## src/rtl/mz_pulse_sequencer.sv

```systemverilog
// Trigger-driven RF pulse sequencer: plays Mach-Zehnder or Ramsey pulse trains
// with runtime durations, optional repeats, abort and status outputs.
module mz_pulse_sequencer #(
    parameter int CNT_W  = 32,
    parameter int SHOT_W = 8
) (
    input  logic              clk,
    input  logic              rst,
    input  logic              trig,
    input  logic              abort,
    input  logic              mode,
    input  logic [CNT_W-1:0]  start_len,
    input  logic [CNT_W-1:0]  pi2_len,
    input  logic [CNT_W-1:0]  pi_len,
    input  logic [CNT_W-1:0]  wait_len,
    input  logic [CNT_W-1:0]  hold_len,
    input  logic [SHOT_W-1:0] shots,
    output logic              rf,
    output logic              busy,
    output logic              done,
    output logic              overrun,
    output logic [2:0]        phase,
    output logic [SHOT_W-1:0] shot_idx
);

    typedef enum logic [2:0] {
        IDLE  = 3'd0,
        START = 3'd1,
        P1    = 3'd2,
        W1    = 3'd3,
        P2    = 3'd4,
        W2    = 3'd5,
        P3    = 3'd6,
        HOLD  = 3'd7
    } state_t;

    state_t            state_q, state_d;
    logic [CNT_W-1:0]  cnt_q, cnt_d;
    logic [SHOT_W-1:0] shot_q, shot_d;
    logic              rf_q, rf_d;
    logic              done_q, done_d;
    logic              ovr_q, ovr_d;
    logic              s0_q, s1_q, s1d_q;
    logic              trig_edge;
    logic              accept;

    logic [CNT_W-1:0]  start_sh_q, pi2_sh_q, pi_sh_q, wait_sh_q, hold_sh_q;
    logic              mode_sh_q;
    logic [SHOT_W-1:0] shots_sh_q;

    logic [CNT_W-1:0]  len_cur;
    logic [CNT_W-1:0]  lim;
    logic              last;
    logic [SHOT_W-1:0] shots_eff;
    logic [SHOT_W:0]   shot_nxt;
    logic              more;

    assign trig_edge = s1_q & ~s1d_q;

    always_ff @(posedge clk) begin
        if (rst) begin
            s0_q  <= 1'b0;
            s1_q  <= 1'b0;
            s1d_q <= 1'b0;
        end else begin
            s0_q  <= trig;
            s1_q  <= s0_q;
            s1d_q <= s1_q;
        end
    end

    // Shadow copies of the run configuration, captured only on acceptance.
    always_ff @(posedge clk) begin
        if (accept) begin
            start_sh_q <= start_len;
            pi2_sh_q   <= pi2_len;
            pi_sh_q    <= pi_len;
            wait_sh_q  <= wait_len;
            hold_sh_q  <= hold_len;
            mode_sh_q  <= mode;
            shots_sh_q <= shots;
        end
    end

    always_comb begin
        len_cur = '0;
        case (state_q)
            START:   len_cur = start_sh_q;
            P1, P3:  len_cur = pi2_sh_q;
            W1, W2:  len_cur = wait_sh_q;
            P2:      len_cur = pi_sh_q;
            HOLD:    len_cur = hold_sh_q;
            default: len_cur = '0;
        endcase
        // A zero length dwells one cycle, same as a length of one.
        lim       = (len_cur == '0) ? '0 : len_cur - 1'b1;
        last      = (cnt_q == lim);
        shots_eff = (shots_sh_q == '0) ? SHOT_W'(1) : shots_sh_q;
        shot_nxt  = {1'b0, shot_q} + 1'b1;
        more      = (shot_nxt < {1'b0, shots_eff});
    end

    always_comb begin
        state_d = state_q;
        cnt_d   = cnt_q + 1'b1;
        shot_d  = shot_q;
        done_d  = 1'b0;
        ovr_d   = 1'b0;
        accept  = 1'b0;
        if (abort) begin
            state_d = IDLE;
            cnt_d   = '0;
            shot_d  = '0;
        end else if (state_q == IDLE) begin
            cnt_d = '0;
            if (trig_edge) begin
                accept  = 1'b1;
                state_d = START;
                shot_d  = '0;
            end
        end else begin
            ovr_d = trig_edge;
            if (last) begin
                cnt_d = '0;
                case (state_q)
                    START:   state_d = P1;
                    P1:      state_d = W1;
                    W1:      state_d = mode_sh_q ? P3 : P2;
                    P2:      state_d = W2;
                    W2:      state_d = P3;
                    P3:      state_d = HOLD;
                    HOLD: begin
                        if (more) begin
                            state_d = START;
                            shot_d  = shot_nxt[SHOT_W-1:0];
                        end else begin
                            state_d = IDLE;
                            done_d  = 1'b1;
                        end
                    end
                    default: state_d = IDLE;
                endcase
            end
        end
        rf_d = (state_d == P1) || (state_d == P2) || (state_d == P3);
    end

    always_ff @(posedge clk) begin
        if (rst) begin
            state_q <= IDLE;
            cnt_q   <= '0;
            shot_q  <= '0;
            rf_q    <= 1'b0;
            done_q  <= 1'b0;
            ovr_q   <= 1'b0;
        end else begin
            state_q <= state_d;
            cnt_q   <= cnt_d;
            shot_q  <= shot_d;
            rf_q    <= rf_d;
            done_q  <= done_d;
            ovr_q   <= ovr_d;
        end
    end

    assign rf       = rf_q;
    assign busy     = (state_q != IDLE);
    assign done     = done_q;
    assign overrun  = ovr_q;
    assign phase    = state_q;
    assign shot_idx = shot_q;

endmodule

```

## config.mk

```make
export PLATFORM = sky130hd
export DESIGN_NAME = mz_pulse_sequencer
export DESIGN_NICKNAME = d
export VERILOG_FILES = /design/src/rtl/mz_pulse_sequencer.sv
export SDC_FILE = /design/constraint.sdc
export NUM_CORES = 1
export LEC_CHECK = 0
export CORE_MARGIN = 1.5
export CORE_UTILIZATION = 35
export CTS_BUF_LIST = sky130_fd_sc_hd__clkbuf_8
export DETAILED_ROUTE_END_ITERATION = 6
export GPL_ROUTABILITY_DRIVEN = 0
export PLACE_DENSITY = 0.54
export SLEW_MARGIN = 20
export SYNTH_ARGS = -nofsm -noshare
export SYNTH_HDL_FRONTEND = slang
export SYNTH_SLANG_ARGS = --single-unit
```

## constraint.sdc

```tcl
create_clock -name clk -period 20.7 [get_ports clk]
set_input_delay 4.14 -clock clk [delete_from_list [all_inputs] [get_ports clk]]
set_output_delay 4.14 -clock clk [all_outputs]
set_load 0.1 [all_outputs]
```

==> summary.md, run 1 <==
| Metric | Value |
|---|---|
| Setup Buffers After CTS | 0 |
| Placement Setup Slack | between 10 and 15 ns |
| Crit path buf inv count | 2 |
| DIE AREA | 33800 sq um |
| Sink Count | 218 |
| Vias in the first global route | around 9000 |
| Max Slew Vio Count | 0 |
| # DRC | 0 |
| Post-route clock period utilization | between 30% and 40% |
| Fillers | ~3100 |
| R2r startpoint | phase[0]$_SDFF_PP0_ |
| Final Hold Violating Endpoints | 0 |
| Post-CTS sizing | 0 |
| Max incr delay on CP | around 1.3 ns |
| Dpl cell area | ~14000 sq um |
| Crit path capture type | output port |
| Critical path peak fanout | 48 |
| Comb pwr share | around an eighth |
| Hpwl dp | 25000 um |
| Synth async-reset ratio | 0% |
| Count of different cell masters after synthesis | slightly below 90 |
| Critical-path top delay cell | clkdlybuf4s50_1 |
| Quantity of hold-fixing buffers added after cts | 0 |
| # H-tree levels | 2 |
| Post-route antenna net violation count | 0 |
| Unrepaired setup endpoints after global routing | no |
| Post-Layout Cell Count | 1668 |
| Power, Total | approximately 0.96 mW |
| Max-cap violation count | 0 |
| Register share of total power | 50.3% |
| Clock power frac | 37.6% |
| Commonest non-fill, non-tap cell in the layout | clkdlybuf4s50_1 |
| Via count | around 9000 |
| Worst Setup Start Kind | flip-flop |
| Switching share of power | roughly a quarter |
| Initial core utilization | between 30% and 40% |
| Max_slew headroom | ~28% |
| Largest delay share family, worst path | buffers and inverters |
| Cell Area, Synth | around 11000 sq um |
| CTS tree | built |
| Final #Nets | around 1400 |
| Req. time, crit path | 16.56 ns |
| TritonRoute pass-1 iters | 5 |
| Clock root buffer | clkbuf_8 |
| Number of synthesized register bits | around 220 |
| Peak VDD IR | around 40 uV |
| Hold Path Class | reg -> reg |
| Clock Tree Buf Depth | 3 |
| FP Rows | between 60 and 70 |
| Reg2reg end | cnt_q[18]$_SDFF_PP0_ |
| Hold endpoint | s1_q$_SDFF_PP0_ |
| Final cell utilization of the core | 44.3% |
| Top-Level Pins | between 150 and 200 |
| Final setup margin | between 10 and 15 ns |
| Clk slew on worst S/H paths | approximately 0.060 ns |
| Syn nets | 1190 |
| R2R Setup Slk | between 10 and 15 ns |
| Total wire length | roughly 33000 um |
| Synth warnings | 0 |
| DR vias/cell | 5.40 |
| Clk_lat worst skew | between 0.5 and 0.6 ns |
| Die Span Y | about 180 um |
| Hold path startpoint | s0_q$_SDFF_PP0_ |
| Slew of the pin with the lowest slew margin | about 1.1 ns |
| CP Class | reg -> out |
| Min Hold Slack | 0.432 ns |
| Global-route wire length before repair | 50700 um |
| Sequential cell area fraction in the yosys report | between 50% and 60% |
| Synth Instances | 1007 |
| WL/cell | ~20 um |
| Fin crit period | around 7.3 ns |
| CP arrival | 3.14 ns |
| Initial antenna violation count | 0 |
| Fmax | around 0.14 GHz |
| Setup TNS | 0 ns |
| Number of synthesized flops with an enable pin | 169 |
| FF-to-FF path depth | 18 |
| Lkg Pwr | slightly below 5 nW |
| TritonCTS Buffers | 39 |
| CP Cell Sequence | buf_4, clkdlybuf4s50_1 |
| PD cells | between 60 and 70 nW/um^2 |
| Most frequent cells in the layout | clkdlybuf4s50_1 (187), edfxtp_1 (169), nor2_1 (86) |
| Avg Cell Area, Syn | roughly 11 sq um |
| Post-Place Cells | roughly 1600 |
| Die X | 184 um |
| Number of DRC markers in iteration 0 | a little under 800 |
| Worst hold stages | 1 |
| Fin area | roughly 14000 sq um |
| Ys flop type | edfxtp_1 |
| Grt ovf | 0 |
| Share of layout cells above drive strength 1 | roughly 9% |
| Clk_skew | between 0.015 and 0.02 ns |
| GRT Util Overall | roughly 20% |
| Largest net degree at the start of global routing | 88 |
| Sw Pwr | between 0.2 and 0.25 mW |
| Number of port buffers | 187 |
| Area Overhead vs Synth | 25.2% |
| Final setup vio count | 0 |
| Core ar. | ~32000 sq um |
| Run status | complete, no violations |
| Pint | just over 0.7 mW |
| Ant diodes | 0 |
## sequential cells by signal (all words and copies together), names as in the netlist, 3 cells and up
| register | count |
|---|---|
| cnt_q | 32 |
| hold_sh_q | 32 |
| pi2_sh_q | 32 |
| pi_sh_q | 32 |
| start_sh_q | 32 |
| wait_sh_q | 32 |
| shot_idx | 8 |
| shots_sh_q | 8 |
| phase | 3 |
## power by group through the flow
| stage | Sequential (mW) | Combinational (mW) | Clock [mW] |
|---|---|---|---|
| 5_1_grt | 0.482 | 0.123 | 0.394 |
| 3_3_place_gp | 0.490 | 0.113 | 0 |
| 2_1_floorplan | 0.492 | 0.0598 | 0 |
| 4_1_cts | 0.481 | 0.114 | 0.373 |
| 3_5_place_dp | 0.490 | 0.114 | 0 |
| 6_report | 0.481 | 0.115 | 0.360 |
## synthesized netlist by cell type, types with 9 or more instances
master	instances	area, sq um
mux2_2	15	169
a22oi_1	9	67.6
clkbuf_1	21	78.8
o221ai_1	9	78.8
nand2_1	58	218
nand3b_1	10	75.1
a21oi_1	24	120
nand2b_1	9	56.3
inv_1	24	90.1
dfxtp_1	49	981
and3_1	26	163
and4_1	9	78.8
a221oi_1	11	96.3
o21ai_0	26	130
buf_6	15	169
mux2i_1	37	370
ha_1	10	125
and2_1	17	106
nor3b_1	10	75.1
xor2_1	20	175
nor2b_1	15	93.8
nand4_1	19	119
xnor2_1	38	333
edfxtp_1	169	5070
nor4_1	16	100
buf_2	11	55.1
nor3_1	21	105
or2_2	10	62.6
nor2_1	87	327
nand3_1	51	255
## layout make-up
class | instances | area (sq um) | area share (%)
sequential | 218 | 6060 | 42.3
multi-input combinational | 716 | 5000 | 34.9
timing repair buffer | 197 | 1950 | 13.6
tap | 442 | 553 | 3.86
clock buffer | 40 | 551 | 3.84
clock inverter | 31 | 141 | 0.986
inverter | 24 | 90.1 | 0.628
## worst max-delay path by stage
stage                        start                 endpoint  cells past startpoint
3_5_place_dp                 abort   hold_sh_q[3]$_DFFE_PP_                      4
6_report       phase[0]$_SDFF_PP0_                 phase[0]                      2
5_1_grt        phase[0]$_SDFF_PP0_     cnt_q[18]$_SDFF_PP0_                     18
4_1_cts        phase[0]$_SDFF_PP0_                 phase[0]                      2
2_1_floorplan                abort   hold_sh_q[0]$_DFFE_PP_                      1
3_3_place_gp                 abort  start_sh_q[2]$_DFFE_PP_                      4
## layer usage
metal,global-route usage [%],vias up,part of all wire [%]
li1,-,4274,-
met1,27.0,4346,45
met2,31.7,335,46
met3,3.70,60,6.6
met4,6.46,0,2.8
met5,0,-,0
## logic make-up after synthesis
family	share of synthesized area [%]
simple gates	19.1
buf+inv	3.56
fa+ha+maj	1.09
xor+xnor	4.83
flops	52.9
compound gates	12.6
mux	5.95
No activity file was read; power rests on OpenSTA's default activity.
==> inputs of run 2 (changes only) <==
- PLACE_DENSITY: 0.54 -> 0.56
- clock period: 20.7 -> 6.6 ns (I/O delays scaled with it)
==> run 2 against run 1 <==
Critical path depth grew 16. Sequential share of layout area shrank 0.36 points. Highest routed layer unchanged. Register-to-register slack lost 13 ns. Count of clock-buffer cells in the layout grew 3. Clock power grew to 3.4 times the previous value. Final cell count grew 0.12%. The run now ends with DRC left. Non-clock buffer count grew 5. Worst setup slack lost 13 ns. Largest power group unchanged. Clock skew grew 0.00063 ns. First-iteration DRC count grew 37%. Total power grew to 3.2 times the previous value. Utilization grew 0.38 points.
==> summary.md, run 2 (synthesized netlist as in run 1, its figures left out) <==
| Metric | Value |
|---|---|
| Clk_lat worst skew | approximately 0.55 ns |
| Worst hold stages | 1 |
| Hold Path Class | reg -> reg |
| # DRC | 8 |
| TritonRoute pass-1 iters | 7 |
| DR vias/cell | approximately 5.4 |
| Hold path startpoint | s0_q$_SDFF_PP0_ |
| Clock Tree Buf Depth | 3 |
| # H-tree levels | 2 |
| CTS tree | built |
| Number of DRC markers in iteration 0 | between 1000 and 1500 |
| FF-to-FF path depth | 18 |
| Ant diodes | 0 |
| TritonCTS Buffers | 38 |
| FP Rows | between 60 and 70 |
| Multi-input gate area | around 5000 sq um |
| WL/cell | 20.3 um |
| Peak VDD IR | roughly 130 uV |
| Crit path buf inv count | 1 |
| Clock root buffer | clkbuf_8 |
| Largest delay share family, worst path | simple AND/OR/NAND/NOR gates |
| Lkg Pwr | 5.01 nW |
| Initial antenna violation count | 0 |
| Clock power frac | between 30 and 40% |
| Crit path capture type | flip-flop |
| Post-route clock period utilization | between 90% and 100% |
| Reg2reg end | cnt_q[2]$_SDFF_PP0_ |
| Final #Nets | between 1000 and 1500 |
| Total wire length | roughly 34000 um |
| Comb pwr share | 11.7% |
| Violated checks | DRC |
| Max_slew headroom | 34.0% |
| Core ar. | between 30000 and 40000 sq um |
| Setup Buffers After CTS | 0 |
| Global-route wire length before repair | 51800 um |
| Initial core utilization | between 30% and 40% |
| Critical-path top delay cell | dfxtp_2 |
| Pint | around 2.4 mW |
| PD cells | approximately 210 nW/um^2 |
| Grt ovf | 0 |
| Max-cap violation count | 0 |
| Final setup vio count | 0 |
| Die X | between 150 and 200 um |
| Largest net degree at the start of global routing | around 150 |
| Max Slew Vio Count | 0 |
| Top-Level Pins | roughly 190 |
| DIE AREA | between 30000 and 40000 sq um |
| Switching share of power | between 20% and 30% |
| CP arrival | 6.38 ns |
| Unrepaired setup endpoints after global routing | no |
| Hold endpoint | s1_q$_SDFF_PP0_ |
| Number of port buffers | 187 |
| Fmax | ~0.17 GHz |
| Run status | finished with violations |
| R2R Setup Slk | around 0.63 ns |
| Vias in the first global route | about 9100 |
| Hpwl dp | about 26000 um |
| Setup TNS | 0 ns |
| Register area | just over 6000 sq um |
| Post-route antenna net violation count | 0 |
| Sw Pwr | roughly 0.74 mW |
| Area Overhead vs Synth | 26.3% |
| Power, Total | approximately 3.1 mW |
| Via count | 9074 |
| CP Cell Sequence | nor2b_1, a222oi_1, and2_1, ha_1, nand2b_1, a221oi_1, o311a_1, nand4_1, nor4_1, o21ai_1, a311o_1, a2111oi_0, nand4_1, nor4_1, nand3_1, nand2_1, buf_4, nor2_1 |
| Clk_skew | just over 0.02 ns |
| Fin crit period | slightly below 6 ns |
| Share of layout cells above drive strength 1 | 9.53% |
| Sink Count | 218 |
| Critical path peak fanout | 31 |
| Fillers | roughly 3100 |
| Clk slew on worst S/H paths | roughly 0.06 ns |
| Register share of total power | roughly half |
| Post-CTS sizing | 0 |
| Worst Setup Start Kind | flip-flop |
| Most frequent cells in the layout | clkdlybuf4s50_1 (187), edfxtp_1 (169), nor2_1 (86) |
| Die Span Y | 184 um |
| CP Class | reg -> reg |
| R2r startpoint | phase[2]$_SDFF_PP0_ |
| Commonest non-fill, non-tap cell in the layout | clkdlybuf4s50_1 |
| Req. time, crit path | between 7 and 8 ns |
| Quantity of hold-fixing buffers added after cts | 0 |
| GRT Util Overall | approximately a fifth |
| Final Hold Violating Endpoints | 0 |
| Slew of the pin with the lowest slew margin | 0.987 ns |
| Max incr delay on CP | approximately 0.73 ns |
==> run 2: changes by cell type in the layout (fill, tap and decap cells not counted), sizes merged <==
cell | before | now
bufinv | 0 | 2
clkinv | 17 | 8
clkbuf | 40 | 43
clkinvlp | 0 | 1
buf | 10 | 15
==> run 2: final cells by class <==
| cell class | instances | area share, % |
|---|---|---|
| clock buffer | 43 | 4.09 |
| clock inverter | 25 | 1.12 |
| inverter | 24 | 0.623 |
| multi-input combinational | 716 | 34.6 |
| sequential | 218 | 41.9 |
| tap | 442 | 3.82 |
| timing repair buffer | 202 | 13.9 |
==> run 2: power by group through the flow <==
stage | clock network, mW | registers [mW] | logic, mW
3_5_place_dp | 0 | 1.54 | 0.359
5_1_grt | 1.32 | 1.51 | 0.391
2_1_floorplan | 0 | 1.54 | 0.188
6_report | 1.23 | 1.51 | 0.364
3_3_place_gp | 0 | 1.54 | 0.358
4_1_cts | 1.27 | 1.51 | 0.360
==> run 2: worst max-delay path by stage <==
stage / from / endpoint / slack (ns) / cells after the start
floorplan: phase[0]$_SDFF_PP0_ / shot_idx[5]$_SDFFE_PP0P_ / 0.78 / 19
global placement: phase[2]$_SDFF_PP0_ / cnt_q[18]$_SDFF_PP0_ / 0.95 / 18
detailed placement: phase[2]$_SDFF_PP0_ / cnt_q[15]$_SDFF_PP0_ / 0.79 / 20
CTS: phase[2]$_SDFF_PP0_ / cnt_q[2]$_SDFF_PP0_ / 0.79 / 20
global route: phase[2]$_SDFF_PP0_ / cnt_q[22]$_SDFF_PP0_ / 0.08 / 18
finish: phase[2]$_SDFF_PP0_ / cnt_q[2]$_SDFF_PP0_ / 0.63 / 18
==> run 2: through the flow <==
stage / setup slack [ns] / util [%] / hold slack [ns] / instance area [sq um] / std cells
6_report: 0.633 / 44.7 / 0.436 / 14500 / 1670
5_1_grt: 0.0817 / 44.7 / 0.470 / 14500 / 1670
4_1_cts: 0.792 / 44.7 / 0.443 / 14500 / 1670
3_5_place_dp: 0.790 / 42.4 / 0.429 / 13700 / 1602
3_3_place_gp: 0.947 / 42.4 / 0.428 / 13700 / 1602
2_1_floorplan: 0.777 / - / 0.414 / 11500 / 1007
==> run 2: per-layer routing <==
layer / wire, um / GRT usage, %
met4: 890 / 6.20
met1: 14600 / 26.6
met3: 2420 / 3.72
met2: 16000 / 33.4
met5: 0 / 0
==> edit 1: new RTL, config.mk and constraints of run 2 <==
`SHOT_W`: 8 -> 6.
--- a/src/rtl/mz_pulse_sequencer.sv
+++ b/src/rtl/mz_pulse_sequencer.sv
@@ -2,7 +2,7 @@
 // with runtime durations, optional repeats, abort and status outputs.
 module mz_pulse_sequencer #(
     parameter int CNT_W  = 32,
-    parameter int SHOT_W = 8
+    parameter int SHOT_W = 6
 ) (
     input  logic              clk,
     input  logic              rst,
Interface: changed (resized shot_idx and shots); port bits go from 188 to 184. No check against the original RTL was run, so the function may have changed too.
==> edit 1 against run 2 <==
- synthesized area fell by 5.6%
- total power fell by 3.4%
- routed wire length fell by 9.6%
- fmax is 2.8% higher
- hold slack improved by 0.0086 ns
- via count shrank 10%
- final area is 5.2% lower
- first-iteration DRC count down 39%
- die area decreased by 5.5%
- sequential cell count is 4 lower
- setup slack better by 0.16 ns
==> edit 1: results (changes against run 2) <==
{| class="wikitable"
! Metric !! Value
|-
| Result of the run || finished, final reports clean
|-
| Highest ir drop seen on vdd || 0.000116 V (-8.7%)
|-
| Fraction of the mapped netlist area in compound gates || 0.135 (+0.00894)
|-
| Synth Net Count || 1113 (-6.5%)
|-
| Sequential fraction of the synthesis area || 0.551 (+0.0221)
|-
| Cell internal pwr || 2.29 mW (-3.1%)
|-
| Detail Placement HPWL || 23.2 mm (-10%)
|-
| Fin Clk Skew || 0.0250 ns (+0.00447 ns)
|-
| Dpl cell area || 13000 sq um (-5.4%)
|-
| Area growth, synth to finish || 26.8%
|-
| Biggest fanout along the worst timing path || 19 (-39%)
|-
| Slew at the pin closest to its max-slew limit || 0.994 ns (+0.00689 ns)
|-
| Setup WS pre-CTS || 0.876 ns (+0.0857 ns)
|-
| Final Routed Wirelength || 30.7 mm (-9.6%)
|-
| Termination of the worst setup path || shot_idx[3]$_SDFFE_PP0P_
|-
| Fraction of synthesized area in multiplexers || 0.0429 (-0.0166)
|-
| TritonCTS Buffers || 39 (+2.6%)
|-
| Metal1 wirelength || 14.2 mm (-3.2%)
|-
| Router iterations before antenna repair || 5 (-2)
|-
| Synth area leaders || sky130_fd_sc_hd__edfxtp_1, sky130_fd_sc_hd__dfxtp_1, sky130_fd_sc_hd__xnor2_1, sky130_fd_sc_hd__mux2i_1, sky130_fd_sc_hd__nor2_1
|-
| Worst setup slack for register-to-register paths || 0.79 ns (+0.16 ns)
|-
| Wire length of the first global-routing pass || 45.9 mm (-11%)
|-
| Static Leak || 4.61 nW (-8.0%)
|-
| Overall fraction of global-route tracks in use || 0.192 (-0.00971)
|-
| Share of cells above drive strength 1 || 0.0938 (-0.00145)
|-
| Count of unique library cells instantiated by Yosys || 86 (-2.3%)
|-
| Number of I/O port buffers || 183 (-2.1%)
|-
| Pin count of the biggest net entering global routing || 123 (-16%)
|-
| Max Clock Freq || 172 MHz (+2.8%)
|}
==> edit 1: cell count changes after synthesis, moves of 6 or more <==
cell,delta
sky130_fd_sc_hd__nor3_1,-10
sky130_fd_sc_hd__mux2_1,-8
sky130_fd_sc_hd__nand3b_1,+7
sky130_fd_sc_hd__a211oi_1,+7
sky130_fd_sc_hd__a22o_1,+7
sky130_fd_sc_hd__nand2_1,+11
sky130_fd_sc_hd__nor4_1,-10
sky130_fd_sc_hd__nand3_1,-22
sky130_fd_sc_hd__and3_1,-8
sky130_fd_sc_hd__a221o_1,+6
==> edit 1: final cells by class <==
| class | instances | share of cell area |
|---|---|---|
| Clock buffer | 40 | 0.0401 |
| Clock inverter | 29 | 0.0139 |
| Inverter | 21 | 0.00575 |
| Multi-Input combinational cell | 650 | 0.327 |
| Sequential cell | 214 | 0.435 |
| Tap cell | 396 | 0.0361 |
| Timing Repair Buffer | 197 | 0.142 |
==> edit 2: new RTL, flow settings as in run 2 <==
Made on the original files. The output `overrun` loses its register stage (`ovr_q` becomes a continuous assignment).
--- a/src/rtl/mz_pulse_sequencer.sv
+++ b/src/rtl/mz_pulse_sequencer.sv
@@ -152,16 +152,16 @@
             shot_q  <= '0;
             rf_q    <= 1'b0;
             done_q  <= 1'b0;
-            ovr_q   <= 1'b0;
         end else begin
             state_q <= state_d;
             cnt_q   <= cnt_d;
             shot_q  <= shot_d;
             rf_q    <= rf_d;
             done_q  <= done_d;
-            ovr_q   <= ovr_d;
         end
     end
+
+    assign ovr_q = ovr_d;
 
     assign rf       = rf_q;
     assign busy     = (state_q != IDLE);
Behaviour: not the same (Yosys sat finds a counterexample within 10 cycles, from zero or initial values and one cycle with rst high).
==> edit 2 against run 2 <==
- clock power down 9%
- setup slack improved by 0.030 ns
- global-route usage is 0.24 points lower
- combinational power fell by 7.4%
- total power decreased by 4.5%
- routed wire length decreased by 7.3%
- via count is 8.4% lower
- sequential cell count shrank 1
- synthesized area fell by 5.4%
- final area down 4.4%
- count of clock-buffer cells in the layout down 1
- largest cell class unchanged
- highest routed layer unchanged
==> edit 2: results (changes against run 2) <==
{| class="wikitable"
! Metric !! Value
|-
| Biggest fanout along the worst timing path || 29 (-6.5%)
|-
| Synth area leaders || sky130_fd_sc_hd__edfxtp_1, sky130_fd_sc_hd__dfxtp_1, sky130_fd_sc_hd__xnor2_1, sky130_fd_sc_hd__nor2_1, sky130_fd_sc_hd__mux2i_1
|-
| Setup slack of the critical path after layout || 0.663 ns (+0.0302 ns)
|-
| Highest Signal Layer || met4
|-
| Amount of wire on met3 after detailed routing || 1.85 mm (-24%)
|-
| Share of cells above drive strength 1 || 0.0900 (-0.00530)
|-
| CP arrival || 6.40 ns (+0.02 ns)
|-
| Inst Count DP || 1499 (-6.4%)
|-
| Switching part of the total || 0.241 (+0.00148)
|-
| Count of unique library cells instantiated by Yosys || 82 (-6.8%)
|-
| Detail Placement HPWL || 23.4 mm (-9.2%)
|-
| Remaining max-slew budget at the tightest pin || 0.329 (-0.0112)
|-
| Sequential share of power || 0.508 (+0.022)
|-
| Detailed-route wire length per cell || 20.2 um (-0.91%)
|-
| Router iterations before antenna repair || 5 (-2)
|-
| Post-synthesis average cell area || 11.4 sq um (+0.32%)
|-
| Number of global-route vias before repair || 8405 (-7.5%)
|-
| Part of the total power dissipated in the clock network || 0.379 (-0.017)
|-
| Synth Net Count || 1133 (-4.8%)
|-
| Metal1 wirelength || 14.5 mm (-0.82%)
|-
| Routed vias/inst || 5.32 (-2.2%)
|-
| Number of diodes added for antenna fixing || 0 (unchanged)
|-
| Iter 0 DRT Violations || 639 (-40%)
|-
| Result of the run || finished, final reports clean
|-
| TritonCTS Buffers || 39 (+2.6%)
|-
| Leading post-synthesis cells by instance count || sky130_fd_sc_hd__edfxtp_1, sky130_fd_sc_hd__nor2_1, sky130_fd_sc_hd__nand2_1
|-
| Grt met2 use || 0.309 (-0.0249)
|-
| Setup WS pre-CTS || 0.674 ns (-0.116 ns)
|-
| Cell internal pwr || 2.25 mW (-4.6%)
|-
| Dpl cell area || 13200 sq um (-4.1%)
|-
| Highest ir drop seen on vdd || 0.000115 V (-9.4%)
|-
| Wire length of the first global-routing pass || 47.9 mm (-7.5%)
|-
| Sequential fraction of the synthesis area || 0.557 (+0.0281)
|-
| Overall fraction of global-route tracks in use || 0.199 (-0.00238)
|-
| Pin count of the biggest net entering global routing || 170 (+16%)
|-
| GR Util met1 || 0.276 (+0.0103)
|-
| Fin Clk Skew || 0.0390 ns (+0.0184 ns)
|-
| Layout net count || 1327 (-4.0%)
|-
| Fraction of the mapped netlist area in compound gates || 0.124 (-0.00188)
|-
| Fraction of synthesized area in multiplexers || 0.0464 (-0.0131)
|-
| Met2 WL post-DR || 14.4 mm (-10%)
|-
| Biggest cell delay along the critical path || 0.76 ns (+0.03 ns)
|-
| Clk buf depth || 3 (unchanged)
|-
| Met3 track utilization from global routing || 0.0375 (+0.000289)
|-
| Final Routed Wirelength || 31.5 mm (-7.3%)
|-
| Number of I/O port buffers || 187 (unchanged)
|-
| Area share of xor/xnor cells in the synthesized design || 0.0552 (+0.00689)
|}
edit 2: cell type report:
cell class,instances,area [sq um]
Clock buffer,42,578
Tap cell,396,495
Inverter,24,93.8
Timing Repair Buffer,203,2000
Sequential cell,217,6040
Clock inverter,22,92.6
Multi-Input combinational cell,659,4520
Fill cell,2838,16700
edit 2: cells by family (layout without fill, tap and decap cells):
kind of cell    count (synthesis)  after routing
simple gates                  358            358
buf+inv                        74            291
flops                         217            217
fa+ha+maj                      10             10
mux                            47             47
xor+xnor                       65             65
compound gates                179            179
edit 2: final timing paths:
kind              depth (start not counted)                 from  slack [ns]                        to
setup / recovery                         13  phase[2]$_SDFF_PP0_        0.66  shot_idx[6]$_SDFFE_PP0P_
hold / removal                            1      s0_q$_SDFF_PP0_        0.45           s1_q$_SDFF_PP0_
setup reg to reg                         13  phase[2]$_SDFF_PP0_        0.66  shot_idx[6]$_SDFFE_PP0P_
hold reg to reg                           1      s0_q$_SDFF_PP0_        0.45           s1_q$_SDFF_PP0_
